`config.mk`:
```
export PLATFORM = sky130hd
export DESIGN_NAME = inst_fetch_queue
export DESIGN_NICKNAME = d
export VERILOG_FILES = /design/src/rtl/fetch_pkg.sv /design/src/rtl/fetch_fifo.sv /design/src/rtl/inst_fetch_queue_chk.sv /design/src/rtl/inst_fetch_queue.sv
export SDC_FILE = /design/constraint.sdc
export NUM_CORES = 1
export LEC_CHECK = 0
export ABC_AREA = 1
export ABC_CLOCK_PERIOD_IN_PS = 8400
export BUFFER_PORTS_ARGS = -buffer_cell sky130_fd_sc_hd__buf_4
export CAP_MARGIN = 20
export CORE_MARGIN = 2
export CORE_UTILIZATION = 38
export CTS_BUF_LIST = sky130_fd_sc_hd__clkbuf_16
export CTS_CLUSTER_SIZE = 30
export DETAILED_ROUTE_END_ITERATION = 16
export PLACE_DENSITY = 0.64
export SLEW_MARGIN = 20
export SYNTH_ARGS = -nofsm -noshare
export SYNTH_HDL_FRONTEND = slang
export SYNTH_SLANG_ARGS = --single-unit
```
`constraint.sdc`:
```
create_clock -name clk -period 8.4 [get_ports clk]
set_input_delay 1.26 -clock clk [delete_from_list [all_inputs] [get_ports clk]]
set_output_delay 1.26 -clock clk [all_outputs]
set_load 0.05 [all_outputs]
```
`src/rtl/fetch_pkg.sv`:
```
// Shared types and constants for the instruction fetch front end.
package fetch_pkg;

    localparam int              XLEN     = 32;
    localparam logic [XLEN-1:0] PC_STEP  = 32'd4;
    localparam logic [XLEN-1:0] NOP_INST = 32'h0000_0013;

    typedef struct packed {
        logic [XLEN-1:0] inst;
        logic [XLEN-1:0] pc;
    } fetch_entry_t;

    // Ceiling log2, used to size pointers and counters at elaboration time.
    function automatic int clog2(input int value);
        int res;
        res = 0;
        while ((1 << res) < value) begin
            res = res + 1;
        end
        return res;
    endfunction

endpackage

```
`src/rtl/fetch_fifo.sv`:
```
// DEPTH-entry (inst, pc) FIFO with synchronous clear; DEPTH must be a power of 2.
module fetch_fifo
    import fetch_pkg::*;
#(
    parameter int DEPTH = 4,
    parameter int CNT_W = clog2(DEPTH + 1)
) (
    input  logic             clk,
    input  logic             rst,
    input  logic             clear,
    input  logic             push,
    input  logic             pop,
    input  fetch_entry_t     wr_entry,
    output fetch_entry_t     head_entry,
    output logic [CNT_W-1:0] count
);

    localparam int PTR_W = clog2(DEPTH);

    fetch_entry_t     mem_r [DEPTH];
    logic [PTR_W-1:0] rd_ptr_r;
    logic [PTR_W-1:0] wr_ptr_r;
    logic [CNT_W-1:0] count_r;

    // Entry storage; stale contents are never visible because count gates them.
    always_ff @(posedge clk) begin
        if (push) begin
            mem_r[wr_ptr_r] <= wr_entry;
        end
    end

    // Pointer and occupancy bookkeeping; pointers wrap naturally at DEPTH.
    always_ff @(posedge clk) begin
        if (rst) begin
            rd_ptr_r <= '0;
            wr_ptr_r <= '0;
            count_r  <= '0;
        end else if (clear) begin
            rd_ptr_r <= '0;
            wr_ptr_r <= '0;
            count_r  <= '0;
        end else begin
            if (push) begin
                wr_ptr_r <= wr_ptr_r + PTR_W'(1);
            end
            if (pop) begin
                rd_ptr_r <= rd_ptr_r + PTR_W'(1);
            end
            count_r <= count_r + CNT_W'(push) - CNT_W'(pop);
        end
    end

    assign head_entry = mem_r[rd_ptr_r];
    assign count      = count_r;

endmodule

```
`src/rtl/inst_fetch_queue_chk.sv`:
```
// Occupancy invariants of the fetch queue.
module inst_fetch_queue_chk #(
    parameter int DEPTH = 4,
    parameter int CNT_W = 3
) (
    input logic             clk,
    input logic             rst,
    input logic [CNT_W-1:0] count,
    input logic [CNT_W-1:0] inflight,
    input logic [CNT_W-1:0] drop_cnt,
    input logic             push,
    input logic             pop
);

    localparam int SUM_W = CNT_W + 2;

    a_credit_bound: assert property (@(posedge clk) disable iff (rst)
        (SUM_W'(count) + SUM_W'(inflight) + SUM_W'(drop_cnt)) <= SUM_W'(DEPTH));

    a_no_overflow: assert property (@(posedge clk) disable iff (rst)
        !(push && !pop && (count == CNT_W'(DEPTH))));

endmodule

```
`src/rtl/inst_fetch_queue.sv`:
```
// Fetch front end: sequential requests, in-order responses, DEPTH-entry queue, redirect squash.
// Optional 0-cycle response bypass to the output when FETCH_BYPASS_EN is defined.
module inst_fetch_queue
    import fetch_pkg::*;
#(
    parameter int          DEPTH    = 4,
    parameter logic [31:0] RESET_PC = 32'h0000_0000
) (
    input  logic        clk,
    input  logic        rst,
    input  logic        redirect_valid,
    input  logic [31:0] redirect_pc,
    output logic        mem_req_valid,
    input  logic        mem_req_ready,
    output logic [31:0] mem_req_addr,
    input  logic        mem_resp_valid,
    input  logic [31:0] mem_resp_data,
    output logic        out_valid,
    input  logic        out_ready,
    output logic [31:0] out_inst,
    output logic [31:0] out_pc
);

    localparam int               CNT_W     = clog2(DEPTH + 1);
    localparam int               SUM_W     = CNT_W + 2;
    localparam logic [SUM_W-1:0] DEPTH_SUM = SUM_W'(DEPTH);
    localparam logic [CNT_W-1:0] CNT_ONE   = CNT_W'(1);

    logic [XLEN-1:0]  fetch_pc_r;
    logic [XLEN-1:0]  resp_pc_r;
    logic [CNT_W-1:0] inflight_r;
    logic [CNT_W-1:0] drop_cnt_r;
    logic             rst_hold_r;
    logic [CNT_W-1:0] count_s;
    logic [SUM_W-1:0] credit_s;
    logic             req_fire_s;
    logic             resp_live_s;
    logic             bypass_s;
    logic             head_valid_s;
    logic             push_s;
    logic             pop_s;
    fetch_entry_t     push_entry_s;
    fetch_entry_t     head_entry_s;

    // inflight counts live requests only; drop_cnt counts squashed ones still owed by memory.
    always_comb begin
        credit_s      = SUM_W'(count_s) + SUM_W'(inflight_r) + SUM_W'(drop_cnt_r);
        mem_req_valid = 1'b0;
        if (!rst && !rst_hold_r && !redirect_valid && (credit_s < DEPTH_SUM)) begin
            mem_req_valid = 1'b1;
        end else begin
            mem_req_valid = 1'b0;
        end
        req_fire_s   = mem_req_valid && mem_req_ready;
        resp_live_s  = !rst && mem_resp_valid && (drop_cnt_r == '0) && !redirect_valid;
`ifdef FETCH_BYPASS_EN
        bypass_s     = resp_live_s && (count_s == '0) && out_ready;
`else
        bypass_s     = 1'b0;
`endif
        head_valid_s = !rst && (count_s != '0) && !redirect_valid;
        push_s       = resp_live_s && !bypass_s;
        pop_s        = head_valid_s && out_ready;
        push_entry_s = '{inst: mem_resp_data, pc: resp_pc_r};
        out_valid    = head_valid_s || bypass_s;
        if (bypass_s) begin
            out_inst = mem_resp_data;
            out_pc   = resp_pc_r;
        end else if (!rst && (count_s != '0)) begin
            out_inst = head_entry_s.inst;
            out_pc   = head_entry_s.pc;
        end else begin
            out_inst = 32'h0000_0000;
            out_pc   = 32'h0000_0000;
        end
    end

    assign mem_req_addr = fetch_pc_r;

    // PC and outstanding-request bookkeeping; redirect overrides everything else.
    always_ff @(posedge clk) begin
        if (rst) begin
            fetch_pc_r <= RESET_PC;
            resp_pc_r  <= RESET_PC;
            inflight_r <= '0;
            drop_cnt_r <= '0;
            rst_hold_r <= 1'b1;
        end else begin
            rst_hold_r <= 1'b0;
            if (redirect_valid) begin
                fetch_pc_r <= redirect_pc;
                resp_pc_r  <= redirect_pc;
                inflight_r <= '0;
                drop_cnt_r <= drop_cnt_r + inflight_r - CNT_W'(mem_resp_valid);
            end else begin
                if (req_fire_s) begin
                    fetch_pc_r <= fetch_pc_r + PC_STEP;
                end
                if (resp_live_s) begin
                    resp_pc_r <= resp_pc_r + PC_STEP;
                end
                inflight_r <= inflight_r + CNT_W'(req_fire_s) - CNT_W'(resp_live_s);
                if (mem_resp_valid && (drop_cnt_r != '0)) begin
                    drop_cnt_r <= drop_cnt_r - CNT_ONE;
                end
            end
        end
    end

    fetch_fifo #(
        .DEPTH (DEPTH),
        .CNT_W (CNT_W)
    ) u_fifo (
        .clk        (clk),
        .rst        (rst),
        .clear      (redirect_valid),
        .push       (push_s),
        .pop        (pop_s),
        .wr_entry   (push_entry_s),
        .head_entry (head_entry_s),
        .count      (count_s)
    );

    inst_fetch_queue_chk #(
        .DEPTH (DEPTH),
        .CNT_W (CNT_W)
    ) u_chk (
        .clk      (clk),
        .rst      (rst),
        .count    (count_s),
        .inflight (inflight_r),
        .drop_cnt (drop_cnt_r),
        .push     (push_s),
        .pop      (pop_s)
    );

endmodule
```
==> metrics.txt <==
# TYPE chip_impl_metric gauge
chip_impl_metric{name="cts_buffer_depth",unit=""} 3
chip_impl_metric{name="critical_path_required",unit="ps"} 7140
chip_impl_metric{name="drt_drc_violations_left",unit=""} 0
chip_impl_metric{name="antennaDiodeCount",unit=""} 0
chip_impl_metric{name="layout.filler_cells",unit=""} 3774
chip_impl_metric{name="synth_warnings",unit=""} 0
chip_impl_metric{name="fp.dieH",unit="um"} 204.0
chip_impl_metric{name="synth.avg_cell_area",unit="um^2"} 9.367
chip_impl_info{name="worstSetupStartpointType",value="flip-flop"} 1
chip_impl_metric{name="synth-seq-cells",unit=""} 336
chip_impl_metric{name="routed_wirelength",unit="um"} 38680
chip_impl_metric{name="synth_compound_gate_area_share",unit=""} 0.09973
chip_impl_metric{name="arrival",unit="ps"} 3200
chip_impl_metric{name="number_of_synthesized_flops_with_an_enable_pin",unit=""} 256
chip_impl_metric{name="synth-xor-area-share",unit=""} 0.01729
chip_impl_metric{name="drtPass1Iterations",unit=""} 5
chip_impl_metric{name="timing.slew.headroom",unit=""} 0.3852
chip_impl_metric{name="asyncSetResetFlopFracSynth",unit=""} 0
chip_impl_metric{name="power.density_cell_area",unit="mW/mm^2"} 204.7
chip_impl_metric{name="cts-hold-fix-buffers",unit=""} 0
chip_impl_metric{name="post_drt_via_cell_ratio",unit=""} 5.037
chip_impl_metric{name="post-cts-setup-buffer-count",unit=""} 0
chip_impl_metric{name="grt_pass1_wl",unit="um"} 60840
chip_impl_metric{name="finalHoldViolations",unit=""} 0
chip_impl_metric{name="congestion_overflow_gr",unit=""} 0
chip_impl_metric{name="timing.hold.ws",unit="ps"} 465.6
chip_impl_metric{name="number_of_instances_resized_during_post_cts_repair",unit=""} 0
chip_impl_metric{name="route.detailed.wl_per_inst",unit="um"} 16.67
chip_impl_metric{name="timing.final.crit_share",unit=""} 0.5311
chip_impl_metric{name="power.ir.vdd_worst",unit="uV"} 115.2
chip_impl_metric{name="timing.clock.skew",unit="ps"} 15.55
chip_impl_info{name="launch_instance_of_the_worst_min_delay_path",value="u_fifo.rd_ptr_r[1]"} 1
chip_impl_metric{name="ys_seq_area_frac",unit=""} 0.6114
chip_impl_metric{name="tightestPinTransition",unit="ps"} 922.2
chip_impl_metric{name="synth_cells",unit=""} 1622
chip_impl_metric{name="final-max-slew-violation-count",unit=""} 0
chip_impl_metric{name="maxCapViolations",unit=""} 0
chip_impl_metric{name="crit_path_max_fanout",unit=""} 65
chip_impl_metric{name="antenna_left",unit=""} 0
chip_impl_metric{name="post_synth_and_or_nand_nor_area_fraction",unit=""} 0.2009
chip_impl_metric{name="floorplan_core_area",unit="mm^2"} 0.03964
chip_impl_metric{name="grt_max_degree",unit=""} 129
chip_impl_metric{name="ios",unit=""} 168
chip_impl_metric{name="mappedNetlistArea",unit="mm^2"} 0.01519
chip_impl_info{name="hold_path.class",value="reg2reg"} 1
chip_impl_info{name="outcome",value="complete, no violations"} 1
chip_impl_metric{name="initial_core_utilization",unit=""} 0.3833
chip_impl_metric{name="hpwl",unit="um"} 24990
chip_impl_metric{name="drive_gt1_frac",unit=""} 0.1471
chip_impl_metric{name="synth_cell_type_count",unit=""} 38
chip_impl_metric{name="rows",unit=""} 73
chip_impl_metric{name="vias_in_the_first_global_route",unit=""} 11100
chip_impl_info{name="ys.flop_type",value="sky130_fd_sc_hd__edfxtp_1"} 1
chip_impl_info{name="clockRootBuffer",value="sky130_fd_sc_hd__clkbuf_16"} 1
chip_impl_metric{name="gp_routability_congestion",unit=""} 0.8969
chip_impl_metric{name="nets",unit=""} 1861
chip_impl_metric{name="max_freq",unit="MHz"} 224.1
chip_impl_metric{name="clock_insertion_delay_worst_skew",unit="ps"} 530
chip_impl_metric{name="number_of_sinks_driven_by_the_clock_tree",unit=""} 336
chip_impl_info{name="tritoncts_clock_tree",value="yes"} 1
chip_impl_metric{name="die-area",unit="mm^2"} 0.04160
chip_impl_metric{name="path_clk_slew",unit="ps"} 60
chip_impl_metric{name="final.min_clock_period",unit="ps"} 4461
chip_impl_info{name="largest_family_of_logic_cells_by_synthesized_area",value="simple AND/OR/NAND/NOR gates"} 1
chip_impl_metric{name="chipWidth",unit="um"} 204.0
chip_impl_metric{name="number_of_buffers_created_by_cts",unit=""} 38
chip_impl_info{name="rr_startpoint",value="drop_cnt_r[2]"} 1
chip_impl_metric{name="drt-initial-drc-count",unit=""} 904
chip_impl_metric{name="setup_total_negative_slack",unit="ps"} 0
chip_impl_metric{name="synth_nets",unit=""} 1716
chip_impl_metric{name="share_of_synthesized_cell_area_in_full_adder_half_adder_and_majority_cells",unit=""} 0.02273
chip_impl_metric{name="synth.area.mux_share",unit=""} 0
chip_impl_info{name="end_kind",value="output pin"} 1
chip_impl_info{name="grt_setup_unrepaired",value="false"} 1
chip_impl_metric{name="cts_htree_levels",unit=""} 2
chip_impl_metric{name="grt_usage",unit=""} 0.1849
chip_impl_metric{name="flow.area_growth_from_synthesis",unit="%"} 19.35
chip_impl_info{name="critPathKind",value="reg2out"} 1
chip_impl_metric{name="leakage",unit="uW"} 0.006959
chip_impl_metric{name="timing.final.setup_violations",unit=""} 0
chip_impl_metric{name="numPortBuffers",unit=""} 167
chip_impl_metric{name="antenna_found_initial",unit=""} 1
chip_impl_metric{name="num_vias",unit=""} 11690
-- worst max-delay path, cell delays in order, from the launching register on --
cell	delay, ps
sky130_fd_sc_hd__dfxtp_2	310
sky130_fd_sc_hd__buf_4	620
sky130_fd_sc_hd__inv_2	550
sky130_fd_sc_hd__buf_4	410
sky130_fd_sc_hd__nor2_1	130
sky130_fd_sc_hd__o21ai_0	160
sky130_fd_sc_hd__a21oi_1	220
sky130_fd_sc_hd__buf_4	230
-- cells by family (layout without fill, tap and decap cells) --
logic type,Yosys count,in the layout
AOI/OAI and AO/OA,295,295
xor gates and xnor gates,30,30
buffers and inverters,179,352
and+or+nand+nor,758,758
DFF,336,336
adders and majority gates,24,24
-- synthesized netlist by cell type (2+ instances only) --
| library cell | count | area [um^2] |
|---|---|---|
| sky130_fd_sc_hd__nand2_2 | 4 | 25.02 |
| sky130_fd_sc_hd__xor2_1 | 25 | 219.0 |
| sky130_fd_sc_hd__buf_1 | 20 | 75.07 |
| sky130_fd_sc_hd__buf_6 | 4 | 45.04 |
| sky130_fd_sc_hd__buf_2 | 18 | 90.09 |
| sky130_fd_sc_hd__nand3_1 | 51 | 255.2 |
| sky130_fd_sc_hd__nand2_1 | 282 | 1059 |
| sky130_fd_sc_hd__nor2_1 | 385 | 1445 |
| sky130_fd_sc_hd__a21oi_1 | 97 | 485.5 |
| sky130_fd_sc_hd__nor2_2 | 4 | 25.02 |
| sky130_fd_sc_hd__fa_1 | 6 | 120.1 |
| sky130_fd_sc_hd__o21bai_1 | 4 | 30.03 |
| sky130_fd_sc_hd__edfxtp_1 | 256 | 7687 |
| sky130_fd_sc_hd__nand4_1 | 4 | 25.02 |
| sky130_fd_sc_hd__nand3_2 | 8 | 80.08 |
| sky130_fd_sc_hd__inv_2 | 4 | 15.01 |
| sky130_fd_sc_hd__or2_2 | 2 | 12.51 |
| sky130_fd_sc_hd__nand3b_1 | 9 | 67.56 |
| sky130_fd_sc_hd__o21ai_0 | 174 | 870.8 |
| sky130_fd_sc_hd__inv_1 | 101 | 379.1 |
| sky130_fd_sc_hd__nor3_1 | 5 | 25.02 |
| sky130_fd_sc_hd__a31oi_1 | 9 | 56.30 |
| sky130_fd_sc_hd__xnor2_1 | 5 | 43.79 |
| sky130_fd_sc_hd__o21ai_1 | 5 | 25.02 |
| sky130_fd_sc_hd__ha_1 | 18 | 225.2 |
| sky130_fd_sc_hd__dfxtp_1 | 80 | 1602 |
| sky130_fd_sc_hd__clkbuf_1 | 31 | 116.4 |
-- layout make-up --
class                           count  area (um^2)  area share
Clock buffer                       39        975.9     0.05382
Inverter                          105        394.1     0.02173
Tap cell                          525        656.9     0.03622
Clock inverter                     29        219.0     0.01207
Timing Repair Buffer              179         1380     0.07611
Sequential cell                   336         9294      0.5125
Multi-Input combinational cell   1107         5214      0.2875
-- report_power, final --
part	switching (uW)	internal (uW)
clock	649	909
combinational	180	93.8
sequential	50.6	1830
total	880	2830
-- worst paths after layout --
check	end	slack (ps)	cells after the start
max	out_pc[31]	3940	7
min	flip-flop	470	2
max reg2reg	inflight_r[2]	4390	15
min reg2reg	flip-flop	470	2
-- flip-flops by register name, summed over array words and instances, names as in the netlist, named ones only --
signal / flops
u_fifo.rd_ptr_r: 2
u_fifo.wr_ptr_r: 2
rst_hold_r: 1
inflight_r: 3
drop_cnt_r: 3
u_fifo.count: 3
resp_pc_r: 32
u_fifo.mem_r: 256
mem_req_addr: 32
-- placed cells by master, fill, tap and decap left out, types with 2 or more instances in the layout --
master	instances
sky130_fd_sc_hd__o21ai_0	174
sky130_fd_sc_hd__clkbuf_16	39
sky130_fd_sc_hd__nand4_1	4
sky130_fd_sc_hd__nand3b_1	9
sky130_fd_sc_hd__buf_4	176
sky130_fd_sc_hd__inv_2	4
sky130_fd_sc_hd__edfxtp_1	256
sky130_fd_sc_hd__xor2_1	25
sky130_fd_sc_hd__o21ai_1	5
sky130_fd_sc_hd__nand3_2	8
sky130_fd_sc_hd__a21oi_1	97
sky130_fd_sc_hd__nand2_2	5
sky130_fd_sc_hd__nand2_1	281
sky130_fd_sc_hd__clkinv_8	3
sky130_fd_sc_hd__or2_2	2
sky130_fd_sc_hd__clkinv_2	6
sky130_fd_sc_hd__dfxtp_1	78
sky130_fd_sc_hd__clkinv_1	9
sky130_fd_sc_hd__nor3_1	5
sky130_fd_sc_hd__fa_1	6
sky130_fd_sc_hd__nor2_1	381
sky130_fd_sc_hd__nor2_4	6
sky130_fd_sc_hd__nand3_1	51
sky130_fd_sc_hd__a31oi_1	9
sky130_fd_sc_hd__inv_1	107
sky130_fd_sc_hd__bufinv_16	2
sky130_fd_sc_hd__o21bai_1	4
sky130_fd_sc_hd__xnor2_1	5
sky130_fd_sc_hd__ha_1	18
sky130_fd_sc_hd__clkinvlp_4	2
sky130_fd_sc_hd__nor2_2	3
-- layer usage --
metal	vias to the layer above	wire [um]	GRT usage
met5	-	13	0
met4	2	918	0.05642
met3	65	2835	0.02647
met2	431	17240	0.2885
met1	5469	17680	0.2673
li1	5718	-	-
-- stage by stage --
step	instance area [um^2]	power [uW]	setup WS, ps	utilization	instances
finish	18130	3711	3939	0.4575	2320
global route	18130	3836	3686	0.4575	2320
CTS	18080	3742	3475	0.4560	2318
detailed placement	16880	2183	2951	0.4259	2250
global placement	16880	2177	3021	0.4259	2250
floorplan	15190	2074	3296	-	1622
No activity file was read; power rests on OpenSTA's default activity.
